<file path="config.mk">
export PLATFORM = sky130hd
export DESIGN_NAME = gpio_blink_monitor
export DESIGN_NICKNAME = d
export VERILOG_FILES = /design/src/rtl/gpio_blink_monitor.sv
export SDC_FILE = /design/constraint.sdc
export NUM_CORES = 1
export LEC_CHECK = 0
export BUFFER_PORTS_ARGS = -buffer_cell sky130_fd_sc_hd__buf_2
export CAP_MARGIN = 20
export CORE_MARGIN = 2
export CORE_UTILIZATION = 45
export CTS_BUF_LIST = sky130_fd_sc_hd__clkbuf_4 sky130_fd_sc_hd__clkbuf_8 sky130_fd_sc_hd__clkbuf_16
export CTS_CLUSTER_SIZE = 20
export DETAILED_ROUTE_END_ITERATION = 6
export GPL_TIMING_DRIVEN = 0
export PLACE_DENSITY = 0.68
export SLEW_MARGIN = 20
export SYNTH_ARGS = -nofsm -noshare
export SYNTH_HDL_FRONTEND = slang
export SYNTH_SLANG_ARGS = --single-unit
</file>
<file path="constraint.sdc">
create_clock -name clock -period 2.9 [get_ports clock]
set_input_delay 0.58 -clock clock [delete_from_list [all_inputs] [get_ports clock]]
set_output_delay 0.58 -clock clock [all_outputs]
set_load 0.05 [all_outputs]
</file>
<file path="src/rtl/gpio_blink_monitor.sv">
// Multi-channel GPIO blink checker; optional glitch filter under GPIO_BLINK_GLITCH_FILTER_EN.
// Count latency 2 edges after s1 capture (+FILT_LEN when filtered); no backpressure, all outputs registered.
module gpio_blink_monitor #(
  parameter int NCH      = 16,
  parameter int CNT_W    = 8,
  parameter int TMO_W    = 24,
  parameter int FILT_LEN = 4
) (
  input  logic                 clock,
  input  logic                 resetb,
  input  logic                 enable,
  input  logic [NCH-1:0]       gpio_in,
  input  logic [NCH-1:0]       chan_mask,
  input  logic [CNT_W-1:0]     expected_blinks,
  input  logic [TMO_W-1:0]     timeout_cycles,
  output logic [NCH*CNT_W-1:0] blink_count,
  output logic [1:0]           state,
  output logic                 done,
  output logic                 pass,
  output logic                 fail
);

  typedef enum logic [1:0] {
    ST_IDLE = 2'd0,
    ST_RUN  = 2'd1,
    ST_PASS = 2'd2,
    ST_FAIL = 2'd3
  } state_t;

  localparam logic [CNT_W-1:0] CNT_MAX = '1;

  state_t           st;
  logic [NCH-1:0]   sync1;
  logic [NCH-1:0]   sync2;
  logic [NCH-1:0]   lvl;
  logic [NCH-1:0]   prev_lvl;
  logic [NCH-1:0]   fall;
  logic [CNT_W-1:0] cnt [NCH];
  logic [TMO_W-1:0] tmo_cnt;
  logic [NCH-1:0]   mask_lat;
  logic [CNT_W-1:0] exp_lat;
  logic [TMO_W-1:0] tmo_lat;
  logic             all_met;
  logic             tmo_hit;

  always_ff @(posedge clock) begin
    if (!resetb) begin
      sync1    <= '0;
      sync2    <= '0;
      prev_lvl <= '0;
    end else begin
      sync1    <= gpio_in;
      sync2    <= sync1;
      prev_lvl <= lvl;
    end
  end

`ifdef GPIO_BLINK_GLITCH_FILTER_EN
  localparam int FW = $clog2(FILT_LEN);

  logic [NCH-1:0] filt_lvl;
  logic [FW-1:0]  filt_cnt [NCH];

  // The filtered level flips once s2 has disagreed with it for FILT_LEN straight cycles.
  always_ff @(posedge clock) begin
    if (!resetb) begin
      filt_lvl <= '0;
      for (int i = 0; i < NCH; i++) filt_cnt[i] <= '0;
    end else begin
      for (int i = 0; i < NCH; i++) begin
        if (sync2[i] == filt_lvl[i]) begin
          filt_cnt[i] <= '0;
        end else if (filt_cnt[i] == FW'(FILT_LEN - 1)) begin
          filt_lvl[i] <= sync2[i];
          filt_cnt[i] <= '0;
        end else begin
          filt_cnt[i] <= filt_cnt[i] + FW'(1);
        end
      end
    end
  end

  assign lvl = filt_lvl;
`else
  logic unused_filt_len;
  assign unused_filt_len = (FILT_LEN != 0);
  assign lvl = sync2;
`endif

  assign fall = prev_lvl & ~lvl;

  always_comb begin
    all_met = 1'b1;
    for (int i = 0; i < NCH; i++) begin
      if (mask_lat[i] && (cnt[i] < exp_lat)) all_met = 1'b0;
    end
  end

  assign tmo_hit = (tmo_lat != '0) && (tmo_cnt == tmo_lat - TMO_W'(1));

  always_ff @(posedge clock) begin
    if (!resetb) begin
      st       <= ST_IDLE;
      done     <= 1'b0;
      pass     <= 1'b0;
      fail     <= 1'b0;
      tmo_cnt  <= '0;
      mask_lat <= '0;
      exp_lat  <= '0;
      tmo_lat  <= '0;
      for (int i = 0; i < NCH; i++) cnt[i] <= '0;
    end else begin
      case (st)
        ST_IDLE: begin
          if (enable) begin
            for (int i = 0; i < NCH; i++) cnt[i] <= '0;
            tmo_cnt  <= '0;
            mask_lat <= chan_mask;
            exp_lat  <= expected_blinks;
            tmo_lat  <= timeout_cycles;
            st       <= ST_RUN;
          end
        end
        ST_RUN: begin
          tmo_cnt <= tmo_cnt + TMO_W'(1);
          for (int i = 0; i < NCH; i++) begin
            if (fall[i] && (cnt[i] != CNT_MAX)) cnt[i] <= cnt[i] + CNT_W'(1);
          end
          // Pass is checked before timeout so a tie resolves to PASS.
          if (!enable) begin
            st <= ST_IDLE;
          end else if (all_met) begin
            st   <= ST_PASS;
            done <= 1'b1;
            pass <= 1'b1;
          end else if (tmo_hit) begin
            st   <= ST_FAIL;
            done <= 1'b1;
            fail <= 1'b1;
          end
        end
        default: begin
          if (!enable) begin
            st   <= ST_IDLE;
            done <= 1'b0;
            pass <= 1'b0;
            fail <= 1'b0;
          end
        end
      endcase
    end
  end

  for (genvar g = 0; g < NCH; g++) begin : g_out
    assign blink_count[g*CNT_W +: CNT_W] = cnt[g];
  end

  assign state = st;

endmodule

</file>
# ---- Word level (Yosys, flattened, before mapping)
# Memories as Yosys holds them, arrays and structs flattened.
# Index checks and enable logic that the tools add are counted.
dict set report op_classes {
  n_addsub 18
  n_lt_le_gt_ge 16
  eq_ne 27
  muxes 136
  bitwise_logic 35
  n_reduce_logical 42
}
# op count
set ops {}
lappend ops {{$mux 8} 32}
lappend ops {{$add 8x1->8 const B} 16}
lappend ops {{$lt 8x8->1} 16}
lappend ops {{$ne 8x8->1 const B} 16}
lappend ops {{$mux 1} 93}
lappend ops {{$pmux 24 s2} 1}
lappend ops {{$logic_and 1x1->1} 33}
lappend ops {{$or 1x1->1} 32}
lappend ops {{$add 24x1->24 const B} 1}
lappend ops {{$eq 24x24->1} 1}
lappend ops {{$mux 24} 1}
lappend ops {{$reduce_bool 24->1} 1}
lappend ops {{$sub 24x1->24 const B} 1}
lappend ops {{$and 16x16->16} 1}
lappend ops {{$not 16->16} 1}
lappend ops {{$mux 2} 5}
lappend ops {{$ne 2x2->1 const B} 5}
lappend ops {{$reduce_and 4->1} 2}
lappend ops {{$pmux 1 s2} 3}
lappend ops {{$reduce_and 5->1} 1}
lappend ops {{$ne 4x4->1 const B} 1}
lappend ops {{$pmux 2 s2} 1}
lappend ops {{$reduce_and 2->1} 2}
lappend ops {{$ne 3x1->1 const B} 1}
lappend ops {{other kinds (7)} 7}
dict set report word_totals {
  regBits 125
  ram_bits 128
  output_inout_bits 133
  elab_cells 286
  memories 1
}
# name depth width rd rd_clocked_by_memory_dff write_ports line
set memory_table {}
lappend memory_table {cnt 16 8 16 0 16 38} ;# logic [CNT_W-1:0] cnt [NCH];

# ---- Depth between registers and ports, before layout
# An unclocked memory read counts as a cell.
dict set report logic_depth {
  depth_word 22
  depth_mapped 10
  mapped_depth_nobuf 10
}

# ---- Least setup slack after synthesis
# OpenSTA, ideal clock, no wires.
dict set report synth_timing {
  path_kind {flip-flop to flip-flop}
  start {register tmo_lat[0]}
  end {register fail}
  setup_time_ps 69
  arrival_time_ps 2637
  slack_ps 194
  path_stages_with_launch 11
  synth_period_minus_slack_ps 2706
  cell_sequence {dfxtp_1 inv_1 ha_1 or4b_4 or4_1 a21boi_1 o221ai_1 a2111oi_2 o2111a_1 a21bo_1 o21ai_1}
}
dict set report synth_via {
  elab_chain_cells 5
  elab_cells_between_ends 6
  classes_between {1 x add/sub; 2 x eq/ne; 3 x reduce/logical}
}
# element line
set synth_rtl {}
lappend synth_rtl {{start: declaration} 42} ;# logic [TMO_W-1:0] tmo_lat;
lappend synth_rtl {{start signal: assignment} 120} ;# tmo_lat <= timeout_cycles;
lappend synth_rtl {{$sub 24x1->24} 99} ;# assign tmo_hit = (tmo_lat != '0) && (tmo_cnt == tmo_lat - TMO_W'(1));
lappend synth_rtl {{$eq 24x24->1} 99}
lappend synth_rtl {{$logic_and 1x1->1 *} 99}
lappend synth_rtl {{$ne 2x2->1 (no line) *} -}
lappend synth_rtl {{$reduce_and 5->1 (no line) *} -}
lappend synth_rtl {{end signal: assignment} 106} ;# fail <= 1'b0;
lappend synth_rtl {{end signal: assignment} 139} ;# fail <= 1'b1;
lappend synth_rtl {{end signal: assignment} 147} ;# fail <= 1'b0;
lappend synth_rtl {{end: declaration} 20} ;# output logic fail
# Mark *: on every way between the ends. The rest lies on a longest branch, timed or not.
# A chain may end at the register's enable or synchronous reset.

# ---- Worst setup path in the final report
# Ends and elaborated chain as after synthesis.

==> impl_metrics.ini <==
[layout]
areaGrowthSynthToFinish_pct = 20.4
final_layout_size_suffix_gt1_frac = 0.187
final-instance-count-excl-fill = 2156
fin_nets = 1931
stdcell_area_um2 = 17100
post-route-util = 0.546

[timing]
final.period_utilization = 0.976
setup_violations = 0
rsz_0062_raised_after_global_routing = yes
period_needed_ns = 2.83
relSlewSlack = 0.376
finalClockSkew_ns = 0.0151
final_setup_slack_of_the_worst_path_ns = 0.0684
max_freq_mhz = 353
hold_viol_final = 0
slew_viols_final = 0
tightest_slew_ns = 0.923

[flow_run]
maxCapViolCount = 0

[global_route]
grt_pass1_vias = 11389
number_of_antenna_violations_at_the_first_check_in_global_routing = 1
first_pass_grt_wire_length_um = 62800
gr-usage-all-layers = 0.241
grt-ovfl-total = 0
largest_net_degree_at_the_start_of_global_routing = 15

[setup_path]
crit_start = tmo_lat[0]
timing.reg2reg.setup_slack_ns = 0.07
timing.critical_path.to_type = flop
worstPathMaxFanout = 4
timing.critical_path.required_ns = 3.38
critPathLaunchType = flop
critical_path_arrival_ns = 3.31
type_of_the_worst_setup_path = flop to flop
timing.reg2reg.worst_path_depth = 10
worst_r2r_start = tmo_lat[0]

[hold_path]
holdPathStages = 2
hp-start = gpio_in[1]
min_path_type = primary input to flop

[placement]
place_ws_ns = -0.671
gpl.final_weighted_congestion = 0.869
placed_cell_area_um2 = 15700
port_buffers = 199
hpwlAfterDp_um = 28500
placedCellCount = 2074

[logic_synthesis]
synth_top_flop_cell = sky130_fd_sc_hd__dfxtp_1
synth-seq-cells = 253
asyncSetResetFlopFracSynth = 0
synth-compound-area-share = 0.102
synthMuxAreaShare = 0.00773
synth.largest_area_cell = sky130_fd_sc_hd__edfxtp_1
synth_sequential_area_ratio = 0.440
synth_enable_flop_cells = 120
netlist_instances = 1473
synthSimpleGateAreaFrac = 0.239
synth.cells.most_frequent = 178 x sky130_fd_sc_hd__nand2_1, 150 x sky130_fd_sc_hd__nor2_1, 133 x sky130_fd_sc_hd__dfxtp_1, 133 x sky130_fd_sc_hd__ha_1, 120 x sky130_fd_sc_hd__edfxtp_1
yosysUniqueCellTypes = 71
synth_top_area_frac = 0.253
synth_top_family_by_area = simple AND/OR/NAND/NOR gates
mappedNetlistArea_um2 = 14200
synthesized_area_per_cell_um2 = 9.67
synthTopCellsByArea = sky130_fd_sc_hd__edfxtp_1 25%, sky130_fd_sc_hd__dfxtp_1 19%, sky130_fd_sc_hd__ha_1 12%
yosysMostFrequentCell = sky130_fd_sc_hd__nand2_1
postSynthNetCount = 1673
synth_adder_area_share = 0.117
synth-xor-area-share = 0.0750
synth-warning-count = 0

[floorplan]
initial_util = 0.454
die_y_um = 182
std_cell_rows = 65
coreArea_um2 = 31400
io-pin-count = 200
die_area_um2 = 33100
die-width_um = 182

[power]
power.density_nw_per_um2 = 575
ir_drop_uv = 437
static-leakage-power_nw = 7.10

[routing]
routed-via-count = 12019
drt_first_pass_iters = 5
via_per_inst = 5.57
drc = 0
ant_nets = 0
routed_wirelength_um = 40400
drtIter0Drc = 713
route.detailed.wl_per_inst_um = 18.8

[clock_tree]
cts_tree = built
clockRootBuffer = sky130_fd_sc_hd__clkbuf_16
clk_transition_reported_paths_ns = 0.06
cts-hold-fix-buffers = 0
numClockSinks = 253
max-clock-path-buffers = 3
number_of_h_tree_levels = 1
numCtsBuffers = 28
worstSkewPairLatency_ns = 0.55

[run_status]
status = completed
## layout make-up
type | instances | area [um^2]
multi-input cells | 1147 | 7760
clock buffers | 40 | 891
repair buffers | 230 | 1280
fillers | 2863 | 14200
plain buffers | 39 | 159
well taps | 402 | 503
flip-flops and latches | 253 | 6270
inverters | 32 | 151
clock inverters | 12 | 123
diodes | 1 | 2.50
## kinds of logic (layout without fill, tap and decap cells)
kind of cell	count (synthesis)	count (layout)
compound gates	217	217
xor+xnor	122	122
fa+ha+maj	133	133
buf+inv	73	353
flops	253	253
mux	11	11
other cells	0	1
simple gates	664	664
## power breakdown
group	internal (mW)	total, mW	switching [mW]
Clock	2.33	3.85	1.52
Combinational	0.624	1.81	1.19
Sequential	3.94	4.20	0.259
## routing by layer
| layer | GRT usage | share of wire | vias up | routed length (um) |
|---|---|---|---|---|
| met4 | 0.0677 | 0.028 | 0 | 1140 |
| met5 | 0 | 0 | - | 0 |
| met2 | 0.405 | 0.47 | 371 | 19100 |
| met1 | 0.324 | 0.44 | 5763 | 17900 |
| li1 | - | - | 5813 | - |
| met3 | 0.0339 | 0.058 | 72 | 2330 |
## layout by cell type, fill, tap and decap left out, types with 6 or more instances in the layout
master	Yosys	layout
sky130_fd_sc_hd__buf_2	1	201
sky130_fd_sc_hd__nand2_1	178	177
sky130_fd_sc_hd__nor2_1	150	150
sky130_fd_sc_hd__ha_1	133	132
sky130_fd_sc_hd__dfxtp_1	133	130
sky130_fd_sc_hd__edfxtp_1	120	120
sky130_fd_sc_hd__nand3_1	86	86
sky130_fd_sc_hd__xor2_1	74	74
sky130_fd_sc_hd__and2_1	69	68
sky130_fd_sc_hd__a21boi_0	53	53
sky130_fd_sc_hd__o21ai_0	50	49
sky130_fd_sc_hd__xnor2_1	48	48
sky130_fd_sc_hd__a21oi_1	44	42
sky130_fd_sc_hd__clkbuf_16	0	33
sky130_fd_sc_hd__clkbuf_1	36	32
sky130_fd_sc_hd__and3_1	32	32
sky130_fd_sc_hd__buf_4	0	26
sky130_fd_sc_hd__inv_1	32	23
sky130_fd_sc_hd__nand4_1	22	22
sky130_fd_sc_hd__nor2b_1	18	18
sky130_fd_sc_hd__nand2b_1	14	14
sky130_fd_sc_hd__nand3b_1	14	14
sky130_fd_sc_hd__a31oi_1	12	12
sky130_fd_sc_hd__nor4b_1	11	11
sky130_fd_sc_hd__mux2i_1	11	11
sky130_fd_sc_hd__or3_1	10	10
sky130_fd_sc_hd__clkinvlp_4	0	9
sky130_fd_sc_hd__nor3_1	9	9
sky130_fd_sc_hd__nor3b_1	8	8
sky130_fd_sc_hd__and4_1	7	7
sky130_fd_sc_hd__nor4_1	8	7
sky130_fd_sc_hd__o211ai_1	6	6
sky130_fd_sc_hd__clkinv_2	0	6
## sequential cells by signal, summed over array words and instances, names as in the netlist, 2 cells and up
register / count
cnt: 128
exp_lat: 8
lvl: 16
mask_lat: 16
prev_lvl: 16
state: 2
sync1: 16
tmo_cnt: 24
tmo_lat: 24
## metrics by stage
stage | hold slack [ns] | power (mW) | setup TNS [ns]
2_1_floorplan | 0.412 | 5.42 | 0
3_3_place_gp | 0.414 | 5.90 | -39.20
3_5_place_dp | 0.418 | 5.96 | -38.97
4_1_cts | 0.247 | 9.87 | -0.0141
5_1_grt | 0.239 | 10.3 | -0.0765
6_report | 0.256 | 9.86 | 0
## worst paths after layout
check	to
max	fail
min	sync1[1]
max reg2reg	fail
min reg2reg	lvl[7]
## critical path, cell delays in order, from the launching register on
cell                        delay, ns
sky130_fd_sc_hd__dfxtp_4         0.37
sky130_fd_sc_hd__inv_4           0.06
sky130_fd_sc_hd__ha_4            0.12
sky130_fd_sc_hd__or4b_4          0.51
sky130_fd_sc_hd__or4_1           0.48
sky130_fd_sc_hd__a21boi_1        0.20
sky130_fd_sc_hd__o221ai_2        0.13
sky130_fd_sc_hd__a2111oi_2       0.25
sky130_fd_sc_hd__o2111a_2        0.31
sky130_fd_sc_hd__a21bo_1         0.21
sky130_fd_sc_hd__o21ai_1         0.12
## repair_timing
| action | in CTS | in global routing |
|---|---|---|
| pin swaps | 6 | 7 |
| setup endpoints to repair | 93 | 87 |
| resized for setup | 20 | 14 |
| setup buffers | 28 | 4 |
Note: power is estimated with default switching activity, not from simulation.
